File: src/rtl/rst_sequencer_pkg.sv
// rtl/rst_sequencer_pkg.sv - shared state encoding and default constants for the reset sequencer
package rst_sequencer_pkg;

    typedef enum logic [1:0] {
        ST_HOLD     = 2'd0,
        ST_WAIT_ACK = 2'd1,
        ST_GAP      = 2'd2,
        ST_RUN      = 2'd3
    } seq_state_t;

    localparam int DEF_DOMAINS     = 3;
    localparam int DEF_HOLD_CYCLES = 16;
    localparam int DEF_GAP_CYCLES  = 4;
    localparam int DEF_ACK_TIMEOUT = 32;
    localparam int DEF_CNT_W       = 8;

endpackage

File: src/rtl/rst_sequencer_counter.sv
// rtl/rst_sequencer_counter.sv - loadable saturating up-counter with terminal-count compare
//
// Ports:
//   clk        counter clock
//   rst_n      asynchronous active-low reset (count -> 0)
//   load       load load_value this cycle (wins over en)
//   load_value value loaded when load is high
//   en         count up by one when not already at term
//   term       terminal-count compare value
//   tc         high while count equals term
module seq_counter #(
    parameter int W = 8
) (
    input  logic         clk,
    input  logic         rst_n,
    input  logic         load,
    input  logic [W-1:0] load_value,
    input  logic         en,
    input  logic [W-1:0] term,
    output logic         tc
);

    logic [W-1:0] count;

    assign tc = (count == term);

    // Holding at term instead of wrapping keeps a stalled phase from
    // ever re-arming its own compare.
    always_ff @(posedge clk or negedge rst_n) begin
        if (!rst_n) begin
            count <= '0;
        end else if (load) begin
            count <= load_value;
        end else if (en && !tc) begin
            count <= count + 1'b1;
        end
    end

endmodule

File: src/rtl/rst_sequencer.sv
// rtl/rst_sequencer.sv - orders per-domain reset release with hold, gap and acknowledge timeout
//
// Ports:
//   i_clk           always-on sequencer clock
//   i_rst           asynchronous active-low reset
//   i_soft_rst_req  level request; high forces every domain back into reset
//   i_dom_ack       per-domain "reset released" feedback, already synchronous to i_clk
//   o_dom_rst_n     registered active-low reset per domain
//   o_busy          high while the release sequence is in progress
//   o_done          one-cycle pulse once the last domain is acknowledged or timed out
//   o_timeout       sticky per-domain acknowledge-timeout flags
module rst_sequencer
    import rst_sequencer_pkg::*;
#(
    parameter int DOMAINS     = DEF_DOMAINS,
    parameter int HOLD_CYCLES = DEF_HOLD_CYCLES,
    parameter int GAP_CYCLES  = DEF_GAP_CYCLES,
    parameter int ACK_TIMEOUT = DEF_ACK_TIMEOUT,
    parameter int CNT_W       = DEF_CNT_W
) (
    input  logic               i_clk,
    input  logic               i_rst,
    input  logic               i_soft_rst_req,
    input  logic [DOMAINS-1:0] i_dom_ack,
    output logic [DOMAINS-1:0] o_dom_rst_n,
    output logic               o_busy,
    output logic               o_done,
    output logic [DOMAINS-1:0] o_timeout
);

    localparam int               IDX_W    = (DOMAINS > 1) ? $clog2(DOMAINS) : 1;
    localparam logic [IDX_W-1:0] LAST_IDX = IDX_W'(DOMAINS - 1);

    seq_state_t         state, state_next;
    logic [IDX_W-1:0]   idx, idx_next;
    logic [DOMAINS-1:0] rst_n_next;
    logic [DOMAINS-1:0] timeout_next;
    logic               busy_next;
    logic               done_next;

    logic               cnt_load;
    logic               cnt_en;
    logic [CNT_W-1:0]   cnt_term;
    logic               cnt_tc;
    logic               ack_sel;

    // One counter serves all three timed phases; only its compare value moves.
    always_comb begin
        cnt_term = CNT_W'(ACK_TIMEOUT - 1);
        case (state)
            ST_HOLD: cnt_term = CNT_W'(HOLD_CYCLES - 1);
            ST_GAP:  cnt_term = CNT_W'(GAP_CYCLES - 1);
            default: cnt_term = CNT_W'(ACK_TIMEOUT - 1);
        endcase
    end

    seq_counter #(
        .W (CNT_W)
    ) u_counter (
        .clk        (i_clk),
        .rst_n      (i_rst),
        .load       (cnt_load),
        .load_value ('0),
        .en         (cnt_en),
        .term       (cnt_term),
        .tc         (cnt_tc)
    );

    // Acknowledge of the domain currently being released; other bits are ignored.
    always_comb begin
        ack_sel = 1'b0;
        for (int d = 0; d < DOMAINS; d++) begin
            if (d == int'(idx)) begin
                ack_sel = i_dom_ack[d];
            end
        end
    end

    always_comb begin
        state_next   = state;
        idx_next     = idx;
        rst_n_next   = o_dom_rst_n;
        timeout_next = o_timeout;
        busy_next    = o_busy;
        done_next    = 1'b0;
        cnt_load     = 1'b0;
        cnt_en       = 1'b0;

        if (i_soft_rst_req) begin
            // Reloading every cycle keeps the hold window measured from the
            // first cycle the request is low.
            state_next   = ST_HOLD;
            idx_next     = '0;
            rst_n_next   = '0;
            timeout_next = '0;
            busy_next    = 1'b1;
            cnt_load     = 1'b1;
        end else begin
            case (state)
                ST_HOLD: begin
                    if (cnt_tc) begin
                        rst_n_next[0] = 1'b1;
                        idx_next      = '0;
                        state_next    = ST_WAIT_ACK;
                        cnt_load      = 1'b1;
                    end else begin
                        cnt_en = 1'b1;
                    end
                end
                ST_WAIT_ACK: begin
                    if (ack_sel || cnt_tc) begin
                        if (!ack_sel) begin
                            for (int d = 0; d < DOMAINS; d++) begin
                                if (d == int'(idx)) begin
                                    timeout_next[d] = 1'b1;
                                end
                            end
                        end
                        cnt_load = 1'b1;
                        if (idx == LAST_IDX) begin
                            state_next = ST_RUN;
                            busy_next  = 1'b0;
                            done_next  = 1'b1;
                        end else begin
                            state_next = ST_GAP;
                        end
                    end else begin
                        cnt_en = 1'b1;
                    end
                end
                ST_GAP: begin
                    if (cnt_tc) begin
                        idx_next = idx + 1'b1;
                        for (int d = 0; d < DOMAINS; d++) begin
                            if (d == int'(idx) + 1) begin
                                rst_n_next[d] = 1'b1;
                            end
                        end
                        state_next = ST_WAIT_ACK;
                        cnt_load   = 1'b1;
                    end else begin
                        cnt_en = 1'b1;
                    end
                end
                default: begin
                end
            endcase
        end
    end

    always_ff @(posedge i_clk or negedge i_rst) begin
        if (!i_rst) begin
            state       <= ST_HOLD;
            idx         <= '0;
            o_dom_rst_n <= '0;
            o_busy      <= 1'b1;
            o_done      <= 1'b0;
            o_timeout   <= '0;
        end else begin
            state       <= state_next;
            idx         <= idx_next;
            o_dom_rst_n <= rst_n_next;
            o_busy      <= busy_next;
            o_done      <= done_next;
            o_timeout   <= timeout_next;
        end
    end

endmodule

File: config.mk
export PLATFORM = sky130hd
export DESIGN_NAME = rst_sequencer
export DESIGN_NICKNAME = d
export VERILOG_FILES = /design/src/rtl/rst_sequencer_pkg.sv /design/src/rtl/rst_sequencer_counter.sv /design/src/rtl/rst_sequencer.sv
export SDC_FILE = /design/constraint.sdc
export NUM_CORES = 1
export LEC_CHECK = 0
export CAP_MARGIN = 20
export CORE_MARGIN = 2
export CORE_UTILIZATION = 40
export DETAILED_ROUTE_END_ITERATION = 10
export PLACE_DENSITY = 0.6
export SYNTH_ARGS = -nofsm -noshare
export SYNTH_HDL_FRONTEND = slang
export SYNTH_SLANG_ARGS = --single-unit
File: constraint.sdc
create_clock -name i_clk -period 4.1 [get_ports i_clk]
set_input_delay 0.615 -clock i_clk [delete_from_list [all_inputs] [get_ports i_clk]]
set_output_delay 0.615 -clock i_clk [all_outputs]
set_load 0.01 [all_outputs]
==> results of run 1 <==
## state kept, by name, summed over array words and instances, names as in the netlist
signal and flops:
state 2, o_done 1, o_dom_rst_n 3, o_busy 1, idx 2, u_counter.count 8
o_timeout 3
## metrics by stage
step | instance area [µm²] | power (W) | hold WS, ps | util (%)
floorplan | 1130 | 0.000217 | 319 | -
global placement | 1260 | 0.000229 | 478 | 46.3
detailed placement | 1260 | 0.000230 | 493 | 46.3
CTS | 1300 | 0.000347 | 521 | 47.6
global route | 1300 | 0.000363 | 529 | 47.6
finish | 1300 | 0.000342 | 513 | 47.6
## cell usage after synthesis (3+ instances only)
cell type and n:
a21oi_1 3, inv_1 5, nor2_1 22, a31oi_1 3
dfrtp_1 19, nand2_1 3, o2111ai_1 5, ha_1 5
xor2_1 7
## cell type report
cell class                 count  area share [%]
timing repair buffer          13            10.0
tap                           31            2.98
clock buffer                   4            2.79
sequential                    20            38.6
multi-input combinational     81            44.2
inverter                       5            1.44
## per-layer routing
layer | vias up | global-route usage (%) | wire length, µm
met5 | - | 0 | 0
met4 | 0 | 4.98 | 32
met3 | 5 | 2.72 | 51
met2 | 11 | 25.5 | 1060
met1 | 405 | 20.8 | 1040
li1 | 414 | - | -
## kinds of logic (layout without fill, tap and decap cells)
family,count (synthesis),count (layout),synth area share [%]
and+or+nand+nor,40,40,18.0
buffers and inverters,10,22,4.86
adders and majority gates,5,5,5.52
DFF,20,20,44.3
muxes,3,3,2.98
xor gates and xnor gates,8,8,6.19
AOI/OAI and AO/OA,25,25,18.1
## where the power goes
group / switching (W) / total (W) / internal, W
Clock: 0.0000629 / 0.000117 / 0.0000542
Sequential: 0.00000210 / 0.000202 / 0.000199
Combinational: 0.0000144 / 0.0000238 / 0.00000934
Total: 0.0000795 / 0.000342 / 0.000263
## worst max path at each step
stage                    endpoint  slack, ps  cells after the start
6_report                   o_busy       2110                      1
5_1_grt                  state[0]       1930                      6
4_1_cts                    idx[0]       2100                      6
3_5_place_dp   u_counter.count[3]       1870                      6
3_3_place_gp   u_counter.count[7]       1880                      6
2_1_floorplan  u_counter.count[1]       2420                      7
==> flow_summary.ini, run 1 <==
[status]
outcome = complete, no violations

[power]
leakagePower_nw = 0.551
p_per_area_mw_per_mm2 = 263
ir_drop_uv = 229

[critical_path]
end_kind = output pin
crit_buf_inv = 1
arrival_ps = 1380
r2r-start = u_counter.count[0]
rrSetupSlack_ps = 2110
rr_worst_depth = 6
slowest_stage = dfstp_2
critPathKind = reg -> out
cp_top_family = flip-flops
crit_fanout = 2
crit_chain = clkdlybuf4s50_1
r2r_end = idx[0]
crit_path_start_kind = flop
crit_start = o_busy
critPathMaxStageDelay_ps = 550
crit_required_ps = 3480

[clock_tree]
cts_root_buffer = clkbuf_4
htreeDepth = 1
post_cts_buffers = 0
cts_tree = built
cts_buffers = 3
insertion_delay_ps = 310
cts_resized = 0
ctsHoldBuffers = 0
clock_sinks = 20
clock_path_buffers = 2
clk_pin_slew_ps = 120

[die]
rows = 19
start_util_pct = 41.4
dieArea_mm2 = 0.00327
core_mm2 = 0.00273
fp.dieH_um = 57.2
io_pins = 14
die-width_um = 57.2

[hold_path]
whs_path_depth = 2
hold_class = reg -> reg
whs_endpoint = o_dom_rst_n[1]
hp-start = o_dom_rst_n[1]

[global_route]
grt_pass1_wl_um = 3970
antenna_found_initial = 0
grt_pass1_vias = 832
grt.overflow.total = 0
grt_max_degree = 21
gr-usage-all-layers_pct = 15.5

[synth]
synthesis.area_mm2 = 0.00113
yosys.cell_types.count = 37
synth_area_leader_cell = dfrtp_1
synth-seq-cells = 20
yosys_warnings = 0
synth_top_cell_area_share_pct = 42.0
syn_area_per_cell_um2 = 10.2
async_flop_share_pct = 100
yosys-top-cells-area = dfrtp_1 (42%), nor2_1 (7.3%), ha_1 (5.5%)
synth_edf_count = 0
yosysSeqAreaShare_pct = 44.3
synth_flop_cell = dfrtp_1
syn_nets = 122
syn_inst = 111

[routing]
drc = 0
drt-initial-drc-count = 5
wl_um = 2190
drt-pass1-iter-count = 4
post_drt_wl_per_cell_um = 14.2
ant_nets = 0
via_count = 835
vias_per_cell = 5.42

[timing]
rsz0062_at_grt = false
setup_ws_ps = 2110
period_share_pct = 48.5
tightest_slew_ps = 919
max_freq_ghz = 0.502
setup_viol = 0
fin_skew_ps = 8.92
final.min_clock_period_ps = 1990
drv_slew = 0
finalSetupTns_ps = 0
hold_viol = 0
relSlewSlack_pct = 38.6

[cells_and_area]
synthToLayoutAreaGrowth_pct = 14.9
antennaDiodeCount = 0
nFillCells = 261
layout.cells.non_filler = 154
multi_input_area_um2 = 576
regArea_um2 = 502
final_cell_mix = nor2_1 (22), dfrtp_1 (19), clkdlybuf4s50_1 (13)
nets = 135
final_common_cell = nor2_1
drive_gt1_share_pct = 10.6

[run]
drv_cap = 0

[placed_design]
place_inst = 150
routabilityCongestion = 0.774
port_buffers = 13
post-place-ws_ps = 1870
post-dp-hpwl_um = 1580
Note: power is estimated with default switching activity, not from simulation.
==> run 2, diff against run 1 <==
Clock period 4.1 ns to 1.9 ns, I/O delays scaled along.
==> run 2 against run 1 <==
  * Non-clock buffer count grew 11
  * Combinational power grew to 2.6 times the previous value
  * Final cell count grew 7.1%
  * Clock power grew to 3.0 times the previous value
  * Critical path type is now reg -> reg
  * Critical endpoint is now u_counter.count[2]
  * Largest power group unchanged
  * Highest routed layer unchanged
==> flow_summary.ini, run 2 (synthesis results as in run 1) <==
[clock_tree]
clock_path_buffers = 2
htreeDepth = 1
clk_pin_slew_ps = 120
cts_tree = built
clock_sinks = 20
ctsHoldBuffers = 0
insertion_delay_ps = 310
cts_root_buffer = clkbuf_4
cts_buffers = 3

[routing]
post_drt_wl_per_cell_um = 14.1
vias_per_cell = 5.25
via_count = 866
drt-initial-drc-count = 27
drt-pass1-iter-count = 4
ant_nets = 0
wl_um = 2330
drc = 0

[run]
drv_cap = 0

[placed_design]
post-dp-hpwl_um = 1620
port_buffers = 13
routabilityCongestion = 0.781
post-place-ws_ps = 12.3

[die]
start_util_pct = 41.4
die-width_um = 57.2
dieArea_mm2 = 0.00327
fp.dieH_um = 57.2
core_mm2 = 0.00273
io_pins = 14
rows = 19

[critical_path]
arrival_ps = 2060
crit_fanout = 7
cp_top_family = compound AO/OA/AOI/OAI gates
critPathMaxStageDelay_ps = 420
crit_chain = buf_4, ha_4, a211o_1, o221ai_4, o211ai_1, xor2_1, nor2_1
crit_required_ps = 2140
critPathKind = reg -> reg
end_kind = flop
crit_path_start_kind = flop
crit_buf_inv = 1
slowest_stage = dfrtp_1

[cells_and_area]
nFillCells = 238
final_common_cell = nor2_1
final_cell_mix = nor2_1 (21), dfrtp_1 (19), clkdlybuf4s50_1 (13)
nets = 146
drive_gt1_share_pct = 23.1
top_regs = u_counter.count: 8 flops, o_dom_rst_n: 3 flops, o_timeout: 3 flops
antennaDiodeCount = 0
synthToLayoutAreaGrowth_pct = 29.4
largest_register_ff_count = 8
regMostFlops = u_counter.count

[global_route]
grt_pass1_wl_um = 4020
grt_pass1_vias = 887
grt_max_degree = 21
grt.overflow.total = 0
gr-usage-all-layers_pct = 15.6
antenna_found_initial = 0

[power]
p_per_area_mw_per_mm2 = 578
ir_drop_uv = 539
leakagePower_nw = 0.618
comb_power_share_pct = 7.2
internal-power_w = 0.000671
switching_power_w = 0.000176
swShare_pct = 20.8
p_total_w = 0.000846
seqPwrFrac_pct = 51.4
p_clk_share_pct = 41.4

[timing]
setup_ws_ps = 72.4
rsz0062_at_grt = true
setup_viol = 0
max_freq_ghz = 0.547
relSlewSlack_pct = 68.8
tightest_slew_ps = 458
hold_viol = 0
period_share_pct = 96.2
final.min_clock_period_ps = 1830
drv_slew = 0
fin_skew_ps = 8.69

[hold_path]
hold_class = in -> async

[status]
outcome = complete, no violations
## run 2: changes by cell type in the layout (fill, tap and decap cells not counted), sizes merged
cell | before | now
buf | 0 | 11
bufinv | 0 | 1
clkbuf | 4 | 3
## run 2: worst paths after layout
kind / startpoint / to / slack [ps] / cells past startpoint
min in group i_clk: o_busy / o_busy / 520 / 1
worst max-delay path: idx[0] / u_counter.count[2] / 70 / 7
worst max register to register: idx[0] / u_counter.count[2] / 70 / 7
worst min-delay path: i_rst / o_dom_rst_n[2] / 300 / 2
worst min register to register: o_busy / o_busy / 520 / 1
max in group asynchronous: i_rst / o_busy / 1330 / 2
## run 2: metal layers
layer	part of all wire, %	track usage [%]
met3	3.6	4.99
met1	48	20.3
met2	48	26.3
met5	0	0
met4	0.56	1.99
## run 2: final cells by class
type / instances / area [µm²] / area share, %
clock buffers: 3 / 22.5 / 1.54
clock inverters: 1 / 30.0 / 2.05
inverters: 5 / 18.8 / 1.28
multi-input cells: 81 / 641 / 43.7
flip-flops and latches: 20 / 502 / 34.2
well taps: 31 / 38.8 / 2.65
repair buffers: 24 / 213 / 14.5
## run 2: power by group through the flow
stage / Sequential (W) / Clock, W / Combinational, W
global placement: 0.000443 / 0 / 0.0000586
floorplan: 0.000442 / 0 / 0.0000268
finish: 0.000435 / 0.000350 / 0.0000613
CTS: 0.000435 / 0.000361 / 0.0000596
detailed placement: 0.000443 / 0 / 0.0000591
global route: 0.000436 / 0.000381 / 0.0000677
## run 2: timing repair
item	4_1_cts	5_1_grt
endpoints found under the setup margin	4	13
resized for setup	1	10
pin swaps	0	5
buffers inserted	0	3
## run 2: through the flow
step                instance area (µm²)  TNS (ps)  utilization [%]  hold WS (ps)  std cells
CTS                                1390         0             50.8           296        162
floorplan                          1130         0                -         -10.6        111
global route                       1470      -295             53.6           309        165
global placement                   1330         0             48.5           477        158
finish                             1470         0             53.6           297        165
detailed placement                 1330         0             48.5           487        158
